[config.mk]
export PLATFORM = sky130hd
export DESIGN_NAME = keccak_theta_blk_flat
export DESIGN_NICKNAME = d
export VERILOG_FILES = /design/src/rtl/keccak_pkg.sv /design/src/rtl/keccak_theta_blk_if.sv /design/src/rtl/keccak_lane_ram.sv /design/src/rtl/keccak_theta_blk.sv /design/src/flat_wrapper.sv
export SDC_FILE = /design/constraint.sdc
export NUM_CORES = 2
export LEC_CHECK = 0
export BUFFER_PORTS_ARGS = -buffer_cell sky130_fd_sc_hd__buf_4
export CAP_MARGIN = 40
export CORE_MARGIN = 2
export CORE_UTILIZATION = 44
export DETAILED_ROUTE_END_ITERATION = 8
export HOLD_SLACK_MARGIN = 0.08
export MAX_ROUTING_LAYER = met4
export SETUP_SLACK_MARGIN = 0.05
export SLEW_MARGIN = 20
export SYNTH_ARGS = -nofsm -noshare
export SYNTH_HDL_FRONTEND = slang
export SYNTH_HIERARCHICAL = 1
export SYNTH_SLANG_ARGS = --single-unit
[constraint.sdc]
create_clock -name clk -period 12 [get_ports clk]
set_clock_uncertainty 0.05 [all_clocks]
set_input_delay 1.8 -clock clk [delete_from_list [all_inputs] [get_ports clk]]
set_output_delay 1.8 -clock clk [all_outputs]
set_load 0.005 [all_outputs]
[src/rtl/keccak_pkg.sv]
// Shared types and helpers for the Keccak theta engine: state encoding,
// mod-5 lane-coordinate stepping and a width-generic bit rotation.
package keccak_pkg;

  localparam int NLANES = 25;

  typedef enum logic [2:0] {
    LOAD,
    PARITY,
    DCALC,
    APPLY,
    OUT
  } state_t;

  function automatic logic [2:0] mod5_inc(input logic [2:0] v);
    return (v == 3'd4) ? 3'd0 : v + 3'd1;
  endfunction

  function automatic logic [2:0] mod5_dec(input logic [2:0] v);
    return (v == 3'd0) ? 3'd4 : v - 3'd1;
  endfunction

  // Rotates the low w bits of v left by n (mod w); bits at and above w are zero.
  function automatic logic [63:0] rotl(input logic [63:0] v, input int n, input int w);
    logic [63:0] r;
    int s;
    r = '0;
    s = n % w;
    if (s < 0) s = s + w;
    for (int i = 0; i < 64; i++) begin
      if (i < w) r[(i + s) % w] = v[i];
    end
    return r;
  endfunction

endpackage

[src/rtl/keccak_theta_blk_if.sv]
// Lane stream between the absorb front-end, the theta engine and the
// downstream rho/pi/chi stages; master drives lanes in, slave is the engine.
interface keccak_theta_blk_if #(
  parameter int LANE_W = 64
);
  logic              theta_en;
  logic              pushin;
  logic              firstin;
  logic [LANE_W-1:0] din;
  logic              stopin;
  logic              pushout;
  logic              firstout;
  logic [LANE_W-1:0] dout;
  logic              stopout;

  modport master (
    output theta_en, pushin, firstin, din, stopout,
    input  stopin, pushout, firstout, dout
  );

  modport slave (
    input  theta_en, pushin, firstin, din, stopout,
    output stopin, pushout, firstout, dout
  );
endinterface

[src/rtl/keccak_lane_ram.sv]
// 25-entry lane register file addressed by (x,y): asynchronous read,
// synchronous write. Contents are not reset.
module keccak_lane_ram
  import keccak_pkg::*;
#(
  parameter int LANE_W = 64
) (
  input  logic              clk,
  input  logic              we,
  input  logic [2:0]        wx,
  input  logic [2:0]        wy,
  input  logic [LANE_W-1:0] wdata,
  input  logic [2:0]        rx,
  input  logic [2:0]        ry,
  output logic [LANE_W-1:0] rdata
);
  logic [LANE_W-1:0] mem [NLANES];
  logic [4:0] widx, ridx;

  assign widx  = {2'b00, wx} + {2'b00, wy} * 5'd5;
  assign ridx  = {2'b00, rx} + {2'b00, ry} * 5'd5;
  assign rdata = mem[ridx];

  always_ff @(posedge clk) begin
    if (we) mem[widx] <= wdata;
  end
endmodule

[src/rtl/keccak_theta_blk.sv]
// Keccak theta step over a streamed 25-lane state: load, column parity,
// D vector, in-place apply, then stream out with backpressure.
module keccak_theta_blk
  import keccak_pkg::*;
#(
  parameter int LANE_W = 64,
  parameter int ROT_D  = 1
) (
  input logic                clk,
  input logic                rst,
  keccak_theta_blk_if.slave  bus
);
  state_t            state_q;
  logic [2:0]        x_q, y_q, nx, ny;
  logic              theta_q;
  logic              stopin_q, pushout_q, firstout_q;
  logic [LANE_W-1:0] dout_q;
  logic [LANE_W-1:0] c_q [5];
  logic [LANE_W-1:0] d_q [5];

  logic              we;
  logic [2:0]        wx, wy, rx, ry;
  logic [LANE_W-1:0] wdata, rdata;
  logic              accept, advance, first_slot, last_lane;

  assign accept     = bus.pushin && !stopin_q;
  assign advance    = pushout_q && !bus.stopout;
  assign first_slot = (x_q == 3'd0) && (y_q == 3'd0);
  assign last_lane  = (x_q == 3'd4) && (y_q == 3'd4);
  // Raster step; wraps (4,4) -> (0,0) so no explicit clear is needed.
  assign nx         = mod5_inc(x_q);
  assign ny         = (x_q == 3'd4) ? mod5_inc(y_q) : y_q;

  assign bus.stopin   = stopin_q;
  assign bus.pushout  = pushout_q;
  assign bus.firstout = firstout_q;
  assign bus.dout     = dout_q;

  keccak_lane_ram #(.LANE_W(LANE_W)) u_ram (
    .clk   (clk),
    .we    (we),
    .wx    (wx),
    .wy    (wy),
    .wdata (wdata),
    .rx    (rx),
    .ry    (ry),
    .rdata (rdata)
  );

  always_comb begin
    we    = 1'b0;
    wx    = x_q;
    wy    = y_q;
    wdata = bus.din;
    rx    = x_q;
    ry    = y_q;
    case (state_q)
      LOAD: begin
        // A lane without firstin at slot 0 is dropped; firstin always lands at slot 0.
        if (accept && (bus.firstin || !first_slot)) begin
          we = 1'b1;
          if (bus.firstin) begin
            wx = 3'd0;
            wy = 3'd0;
          end
        end
      end
      APPLY: begin
        we    = 1'b1;
        wdata = rdata ^ d_q[x_q];
      end
      OUT: begin
        // Prefetch the next lane so dout can update on the advancing edge.
        rx = nx;
        ry = ny;
      end
      default: ;
    endcase
  end

  always_ff @(posedge clk) begin
    if (rst) begin
      state_q    <= LOAD;
      x_q        <= 3'd0;
      y_q        <= 3'd0;
      stopin_q   <= 1'b0;
      pushout_q  <= 1'b0;
      firstout_q <= 1'b0;
      dout_q     <= '0;
    end else begin
      case (state_q)
        // Load: lanes arrive in raster order
        LOAD: begin
          if (accept) begin
            if (bus.firstin) begin
              x_q <= 3'd1;
              y_q <= 3'd0;
            end else if (!first_slot) begin
              x_q <= nx;
              y_q <= ny;
              if (last_lane) begin
                state_q  <= PARITY;
                stopin_q <= 1'b1;
              end
            end
          end
        end
        // Parity: one lane folded into C per cycle
        PARITY: begin
          x_q <= nx;
          y_q <= ny;
          if (last_lane) state_q <= DCALC;
        end
        // D vector: one column per cycle
        DCALC: begin
          x_q <= nx;
          if (x_q == 3'd4) state_q <= APPLY;
        end
        // Apply: written back in place; lane 0 result preloads dout
        APPLY: begin
          x_q <= nx;
          y_q <= ny;
          if (first_slot) dout_q <= wdata;
          if (last_lane) begin
            state_q    <= OUT;
            pushout_q  <= 1'b1;
            firstout_q <= 1'b1;
          end
        end
        // Out: hold lane until downstream takes it
        OUT: begin
          if (advance) begin
            x_q        <= nx;
            y_q        <= ny;
            firstout_q <= 1'b0;
            dout_q     <= rdata;
            if (last_lane) begin
              state_q   <= LOAD;
              pushout_q <= 1'b0;
              stopin_q  <= 1'b0;
            end
          end
        end
        default: state_q <= LOAD;
      endcase
    end
  end

  // Datapath registers carry no reset; C is cleared throughout LOAD.
  always_ff @(posedge clk) begin
    if (state_q == LOAD && accept && bus.firstin) theta_q <= bus.theta_en;
    if (state_q == LOAD) begin
      for (int i = 0; i < 5; i++) c_q[i] <= '0;
    end
    if (state_q == PARITY) c_q[x_q] <= c_q[x_q] ^ rdata;
    if (state_q == DCALC) begin
      d_q[x_q] <= theta_q
        ? (c_q[mod5_dec(x_q)] ^ LANE_W'(rotl(64'(c_q[mod5_inc(x_q)]), ROT_D, LANE_W)))
        : '0;
    end
  end
endmodule

[src/flat_wrapper.sv]
// flat-port wrapper written by rule: the top's interface ports become plain ports
module keccak_theta_blk_flat import keccak_pkg::*;
#(
  parameter int LANE_W = 64,
  parameter int ROT_D  = 1
)
  (clk, rst, bus_theta_en, bus_pushin, bus_firstin, bus_din, bus_stopout, bus_stopin, bus_pushout, bus_firstout, bus_dout);
  keccak_theta_blk_if #(.LANE_W(LANE_W)) bus_i ();
  input logic clk;
  input logic rst;
  input wire logic [$bits(bus_i.theta_en)-1:0] bus_theta_en;
  input wire logic [$bits(bus_i.pushin)-1:0] bus_pushin;
  input wire logic [$bits(bus_i.firstin)-1:0] bus_firstin;
  input wire logic [$bits(bus_i.din)-1:0] bus_din;
  input wire logic [$bits(bus_i.stopout)-1:0] bus_stopout;
  output wire logic [$bits(bus_i.stopin)-1:0] bus_stopin;
  output wire logic [$bits(bus_i.pushout)-1:0] bus_pushout;
  output wire logic [$bits(bus_i.firstout)-1:0] bus_firstout;
  output wire logic [$bits(bus_i.dout)-1:0] bus_dout;
  assign bus_i.theta_en = bus_theta_en;
  assign bus_i.pushin = bus_pushin;
  assign bus_i.firstin = bus_firstin;
  assign bus_i.din = bus_din;
  assign bus_i.stopout = bus_stopout;
  assign bus_stopin = bus_i.stopin;
  assign bus_pushout = bus_i.pushout;
  assign bus_firstout = bus_i.firstout;
  assign bus_dout = bus_i.dout;
  keccak_theta_blk #(.LANE_W(LANE_W), .ROT_D(ROT_D)) u_core (.clk(clk), .rst(rst), .bus(bus_i));
endmodule
[Yosys cells after proc, flatten, opt, wreduce, memory -nomap -nowiden]
Memory sizes are Yosys's and may differ from the RTL's. A register that Yosys moved wholly into a read port is not among the register bits.
Cells that the tools add are included.
Cells by class
  add/sub/neg operators: 5
  multiply operators: 2
  equal/unequal tests: 17
  mux-type cells: 128
  bitwise gates (word level): 3
  reduce and logical (&&, ||, !) cells: 28
Operators with widths (count)
  $mux W64: 5
  $xor A64 B64 Y64: 3
  $pmux W64 S2: 1
  $mux W3: 34
  $mux W1: 81
  $reduce_or A64 Y1: 1
  $pmux W3 S3: 2
  $ne A2 B1 Y1 const B: 8
  $pmux W3 S5: 1
  $reduce_and A4 Y1: 3
  $add A3 B5 Y5: 2
  $mul A3 B3 Y5 const B: 2
  $eq A3 B3 Y1 const B: 3
  $logic_not A3 Y1: 3
  $reduce_and A9 Y1: 1
  $pmux W1 S2: 4
  $logic_and A1 B1 Y1: 7
  $reduce_and A7 Y1: 1
  $add A3 B1 Y3 const B: 2
  $eq A3 B2 Y1 const B: 2
  $reduce_and A3 Y1: 2
  $reduce_bool A3 Y1: 2
  $ne A2 B2 Y1 const B: 2
  $reduce_bool A2 Y1: 2
  7 further kinds: 9
Storage, ports and cells
  flip-flop bits (word level): 77
  RAM bits: 2240
  bits of input ports: 70
  word-level logic and storage cells: 194
  memories: 3
Memory list
  u_core.u_ram.mem: depth 25, bits a word 64, rd ports 1, clocked after Yosys merged registers in 0, wr ports 1, line keccak_lane_ram.sv:17  | logic [LANE_W-1:0] mem [NLANES];
  u_core.c_q: depth 5, bits a word 64, rd ports 3, clocked after Yosys merged registers in 1, wr ports 5, line keccak_theta_blk.sv:18  | logic [LANE_W-1:0] c_q [5];
  u_core.d_q: depth 5, bits a word 64, rd ports 1, clocked after Yosys merged registers in 1, wr ports 1, line keccak_theta_blk.sv:19  | logic [LANE_W-1:0] d_q [5];

[Longest topological paths before layout]
An unclocked memory read counts as a cell.
  word-level depth: 11
  depth in mapped cells: 25

[By module]
The synthesis kept the hierarchy.
Modules (own cells, without submodules)
  keccak_lane_ram: instances 1, cells each 2646, area each 61860.6 µm², sequential area each 48046.1 µm²
  keccak_theta_blk: instances 1, cells each 4278, area each 50716.1 µm², sequential area each 26595.5 µm²

[Least setup slack after synthesis]
Ideal clock, no wire load.
  path kind: in2reg
  start point: input port bus_pushin
  end point: memory u_core.u_ram.mem[16][0], enable pin
  library setup time: 0.565 ns
  data arrival time: 8.317 ns
  setup slack: 3.069 ns
  stages: 11
  path buffers: 0
  path through: nor2b_1 -> nand2_1 -> nor2_1 -> nor2b_1 -> ha_1 -> ha_1 -> ha_1 -> a21o_1 -> a21oi_1 -> xnor2_1 -> nor3_1
On the way
  cells in the longest elaborated chain, start to end: 6
  elaborated cells between the ends (all ways): 12
  classes of those cells: add/sub (1); mul (1); mux (8); reduce/logical (2)
Ends and longest elaborated chain
  start, declared: line flat_wrapper.sv:12  | input wire logic [$bits(bus_i.pushin)-1:0] bus_pushin;
  $logic_and A1 B1 Y1: line keccak_theta_blk.sv:26  | assign accept = bus.pushin && !stopin_q;
  $logic_and A1 B1 Y1: line keccak_theta_blk.sv:60  | if (accept && (bus.firstin || !first_slot)) begin
  $mux W3: line keccak_theta_blk.sv:60
  $mux W3: line keccak_theta_blk.sv:57  | case (state_q)
  via u_core.wy[2]: line keccak_theta_blk.sv:22  | logic [2:0] wx, wy, rx, ry;
  $mul A3 B3 Y5: line keccak_lane_ram.sv:20  | assign widx = {2'b00, wx} + {2'b00, wy} * 5'd5;
  $add A3 B5 Y5: line keccak_lane_ram.sv:20
  end, declared: line keccak_lane_ram.sv:17
The timed path passes the listed nets, and every way through them passes these cells.

[Worst setup path after layout]
  start point: register u_core.x_q[0]
  end point: memory u_core.u_ram.mem[13][19] (data pin)
On the way
  cells in the longest elaborated chain, start to end: 8
  elaborated cells between the ends (all ways): 11
  classes of those cells: add/sub (2); mul (1); eq/ne (1); mux (5); bitwise (1); memory (1)
Ends and longest elaborated chain
  start, declared: line keccak_theta_blk.sv:14  | logic [2:0] x_q, y_q, nx, ny;
  start signal, assigned: line keccak_theta_blk.sv:99  | x_q <= nx;
  start signal, assigned: line keccak_theta_blk.sv:110  | x_q <= nx;
  start signal, assigned: line keccak_theta_blk.sv:116  | x_q <= nx;
  $eq A3 B3 Y1: line keccak_theta_blk.sv:32  | assign ny = (x_q == 3'd4) ? mod5_inc(y_q) : y_q;
  $mux W3: line keccak_theta_blk.sv:32
  $mux W3: line keccak_theta_blk.sv:57
  via u_core.ry[2]: line keccak_theta_blk.sv:22
  $mul A3 B3 Y5: line keccak_lane_ram.sv:21  | assign ridx = {2'b00, rx} + {2'b00, ry} * 5'd5;
  $add A3 B5 Y5: line keccak_lane_ram.sv:21
  $mem_v2 Z25 W64
  via u_core.rdata[19]: line keccak_theta_blk.sv:23  | logic [LANE_W-1:0] wdata, rdata;
  $xor A64 B64 Y64: line keccak_theta_blk.sv:70  | wdata = rdata ^ d_q[x_q];
  $mux W64: line keccak_theta_blk.sv:57
  via u_core.wdata[19]: line keccak_theta_blk.sv:23
The timed path passes the listed nets, and every way through them passes these cells.

==> impl_metrics.ini <==
[pwr]
pwr_density_cell_nw_per_um2 = 152
ir_worst_vdd_v = 0.000129
p_switching_mw = 4.37
pwr-share-clk = 0.422
p_seq_frac = 0.498
finalPower_mw = 19.4
switching_share = 0.226
total_leakage_power_nw = 42.3
p_comb_frac = 0.080
power.internal_mw = 15.0

[sta]
setup_viol = 0
fin_setup_tns_ns = 0
maxSlewViolCount = 0
fin_crit_sh = 0.643
rsz0062_at_grt = no
layout_setup_ws_ns = 4.29
whs_ns = 0.450
min_period_ns = 7.71
hold_violations = 0
slew-limit-headroom = 0.365
clock.fmax_ghz = 0.130
worst_pin_slew_ns = 0.952

[final_layout]
fin_cells = 10647
fin_area_um2 = 128000
fillers = 20807
drive_gt1_frac = 0.233
final_cell_mix = edfxtp_1, mux4_2, nor2_1, mux2i_1, buf_4
nets = 7170
final_common_cell = edfxtp_1
synthToLayoutAreaGrowth_pct = 13.3
multi_input_area_um2 = 35500
register_area_um2 = 74700
final_util = 0.502

[yosys]
synth_fp_nets = 7017
yosysSeqAreaShare = 0.663
synth_edf_count = 2433
avgSynthCellArea_um2 = 16.3
yosys_most_used_dff = edfxtp_1
ys_top_cells_by_area = edfxtp_1, mux4_2, mux2i_1
yosys.area.top_type_share = 0.649
synth_warnings = 6
synthCells = 6924
synthesis.area_um2 = 113000
async_reset_ff_frac = 0
yosysTopAreaCell = edfxtp_1
ys_ff_latch = 2512
synth_cell_types = 60

[worst_setup_path]
slowest_stage = buf_4
cp-startpoint = u_core/x_q[0]
arrival_ns = 8.39
crit_chain = inv_6, ha_4, and2_1, nand2_1, o21ai_0, mux2_2, ha_1, ha_1, ha_1, a21o_1, a21oi_4, xor2_4, buf_4, buf_4, mux2_2, mux2i_1, xnor2_1, o21ai_1, buf_4
r2r_slack_ns = 4.29
startpoint_type = register
r2r_end = u_core/u_ram/mem[13][19]
endpoint = u_core/u_ram/mem[13][19]
setup.worst_path.class = reg -> reg
crit_fanout = 73
slowest_delay_ns = 0.68
worst_setup_path_end_kind = register
cp.required_ns = 12.68
rr_worst_depth = 19
rr_startpoint = u_core/x_q[0]

[clock_network]
post_cts_buffers = 0
htree_levels = 5
cts_tree = done
cts_hold_buffers = 0
cts-buffers-inserted = 281
path_clk_slew_ns = 0.06
insertion_delay_ns = 0.93
post_cts_resize_count = 0
clk_path_buf_depth = 4
root_buffer = clkbuf_16
cts.sinks = 2512

[placement]
dp.cells = 10140
place_ws_ns = 4.44
io_buffers = 136
gp_congestion = 0.841
dpl.hpwl_um = 195000
post_dp_cell_area_um2 = 119000

[grt]
grt.total_usage = 0.273
grt_max_degree = 131
grt_pass1_vias = 67654
gr-total-overflow = 0
grt_first_pass_wirelength_um = 495000
grt_antenna_before_repair = 5

[die]
boundaryPins = 137
fp.dieH_um = 510
start_util = 0.443
dieWidth_um = 510
die-area_um2 = 260000
coreArea_um2 = 254000
rows = 185

[route]
viasPerCell = 6.51
drtIter0Drc = 9123
drt_wl_total_um = 349000
wl_per_cell_um = 32.8
final_antenna_net_count = 0
route.detailed.drc = 0
dr.pass1.iters = 7
vias = 69319

[min_path]
hold_class = reg -> reg

[flow_run]
drv_cap = 0

[status]
outcome = complete, no violations
-- cell families (layout without fill, tap and decap cells) --
family,count (synthesis),count (layout),share of synthesized area
AO/OA/AOI/OAI,1219,1219,0.0768
AND/OR/NAND/NOR,1116,1116,0.0409
buffers and inverters,671,1024,0.0267
flip-flops,2512,2512,0.663
adder cells (fa/ha/maj),23,23,0.00269
XOR/XNOR,139,139,0.0112
other,0,4,0
multiplexers,1244,1244,0.179
-- power by group through the flow --
stage / combinational, mW / sequential (mW) / clock (mW)
6_report: 1.55 / 9.66 / 8.17
3_5_place_dp: 1.52 / 9.84 / 0
2_1_floorplan: 1.04 / 9.84 / 0
4_1_cts: 1.53 / 9.66 / 8.28
3_3_place_gp: 1.47 / 9.84 / 0
5_1_grt: 1.64 / 9.65 / 8.62
-- flip-flops by register name (all words and copies together) (netlist names), named ones only --
register / count
u_core/state_q: 3
u_core/d_q: 320
u_core/u_ram/mem: 1600
u_core/bus.pushout: 1
u_core/bus.dout: 64
u_core/bus.firstout: 1
u_core/y_q: 3
u_core/bus.stopin: 1
u_core/theta_q: 1
u_core/c_q: 512
u_core/x_q: 3
-- how the worst min path moves through the flow --
stage / from / end / slack, ns / cells past startpoint
2_1_floorplan: u_core/bus.firstout / u_core/bus.firstout / 0.40 / 2
3_3_place_gp: u_core/y_q[1] / u_core/y_q[1] / 0.44 / 2
3_5_place_dp: u_core/y_q[1] / u_core/y_q[1] / 0.44 / 2
4_1_cts: u_core/y_q[1] / u_core/y_q[1] / 0.45 / 2
5_1_grt: u_core/y_q[1] / u_core/y_q[1] / 0.48 / 2
6_report: u_core/y_q[1] / u_core/y_q[1] / 0.45 / 2
-- critical path, delay by kind of cell, from the launching register on --
family / cells / cell delay, ns
buffers and inverters: 4 / 2.28
AOI/OAI and AO/OA: 4 / 1.35
muxes: 3 / 1.32
adders and majority gates: 4 / 1.22
DFF: 1 / 0.56
and+or+nand+nor: 2 / 0.36
xor gates and xnor gates: 2 / 0.31
-- Yosys cell counts (64+ instances only) --
cell type  number
edfxtp_1     2433
nor2_1        617
mux4_2        596
mux2i_1       479
nand2_1       304
clkbuf_1      275
o21ai_0       261
mux2_2        169
buf_2         144
inv_1         136
xnor2_1       132
o22ai_1       127
o2bb2ai_1     127
o211ai_1      126
o221ai_1      123
a21oi_1        80
dfxtp_1        79
nand3_1        72
a21o_1         67
or2_2          66
a221oi_1       65
a31oi_1        65
a311o_1        64
-- layout make-up --
class / count / share of cell area
Sequential cell: 2512 / 0.585
Multi-Input combinational cell: 3741 / 0.278
Clock buffer: 373 / 0.0602
Tap cell: 3366 / 0.0330
Timing Repair Buffer: 402 / 0.0320
Clock inverter: 110 / 0.00715
Inverter: 139 / 0.00415
Antenna cell: 4 / 0.0000784
-- routing by layer --
metal | track usage | wire [um] | vias up
li1 | - | - | 28168
met1 | 0.367 | 137000 | 36366
met2 | 0.423 | 166000 | 4102
met3 | 0.0401 | 32200 | 683
met4 | 0.104 | 14400 | 0
met5 | - | 0 | -
Power figures use the tool's default switching activity.
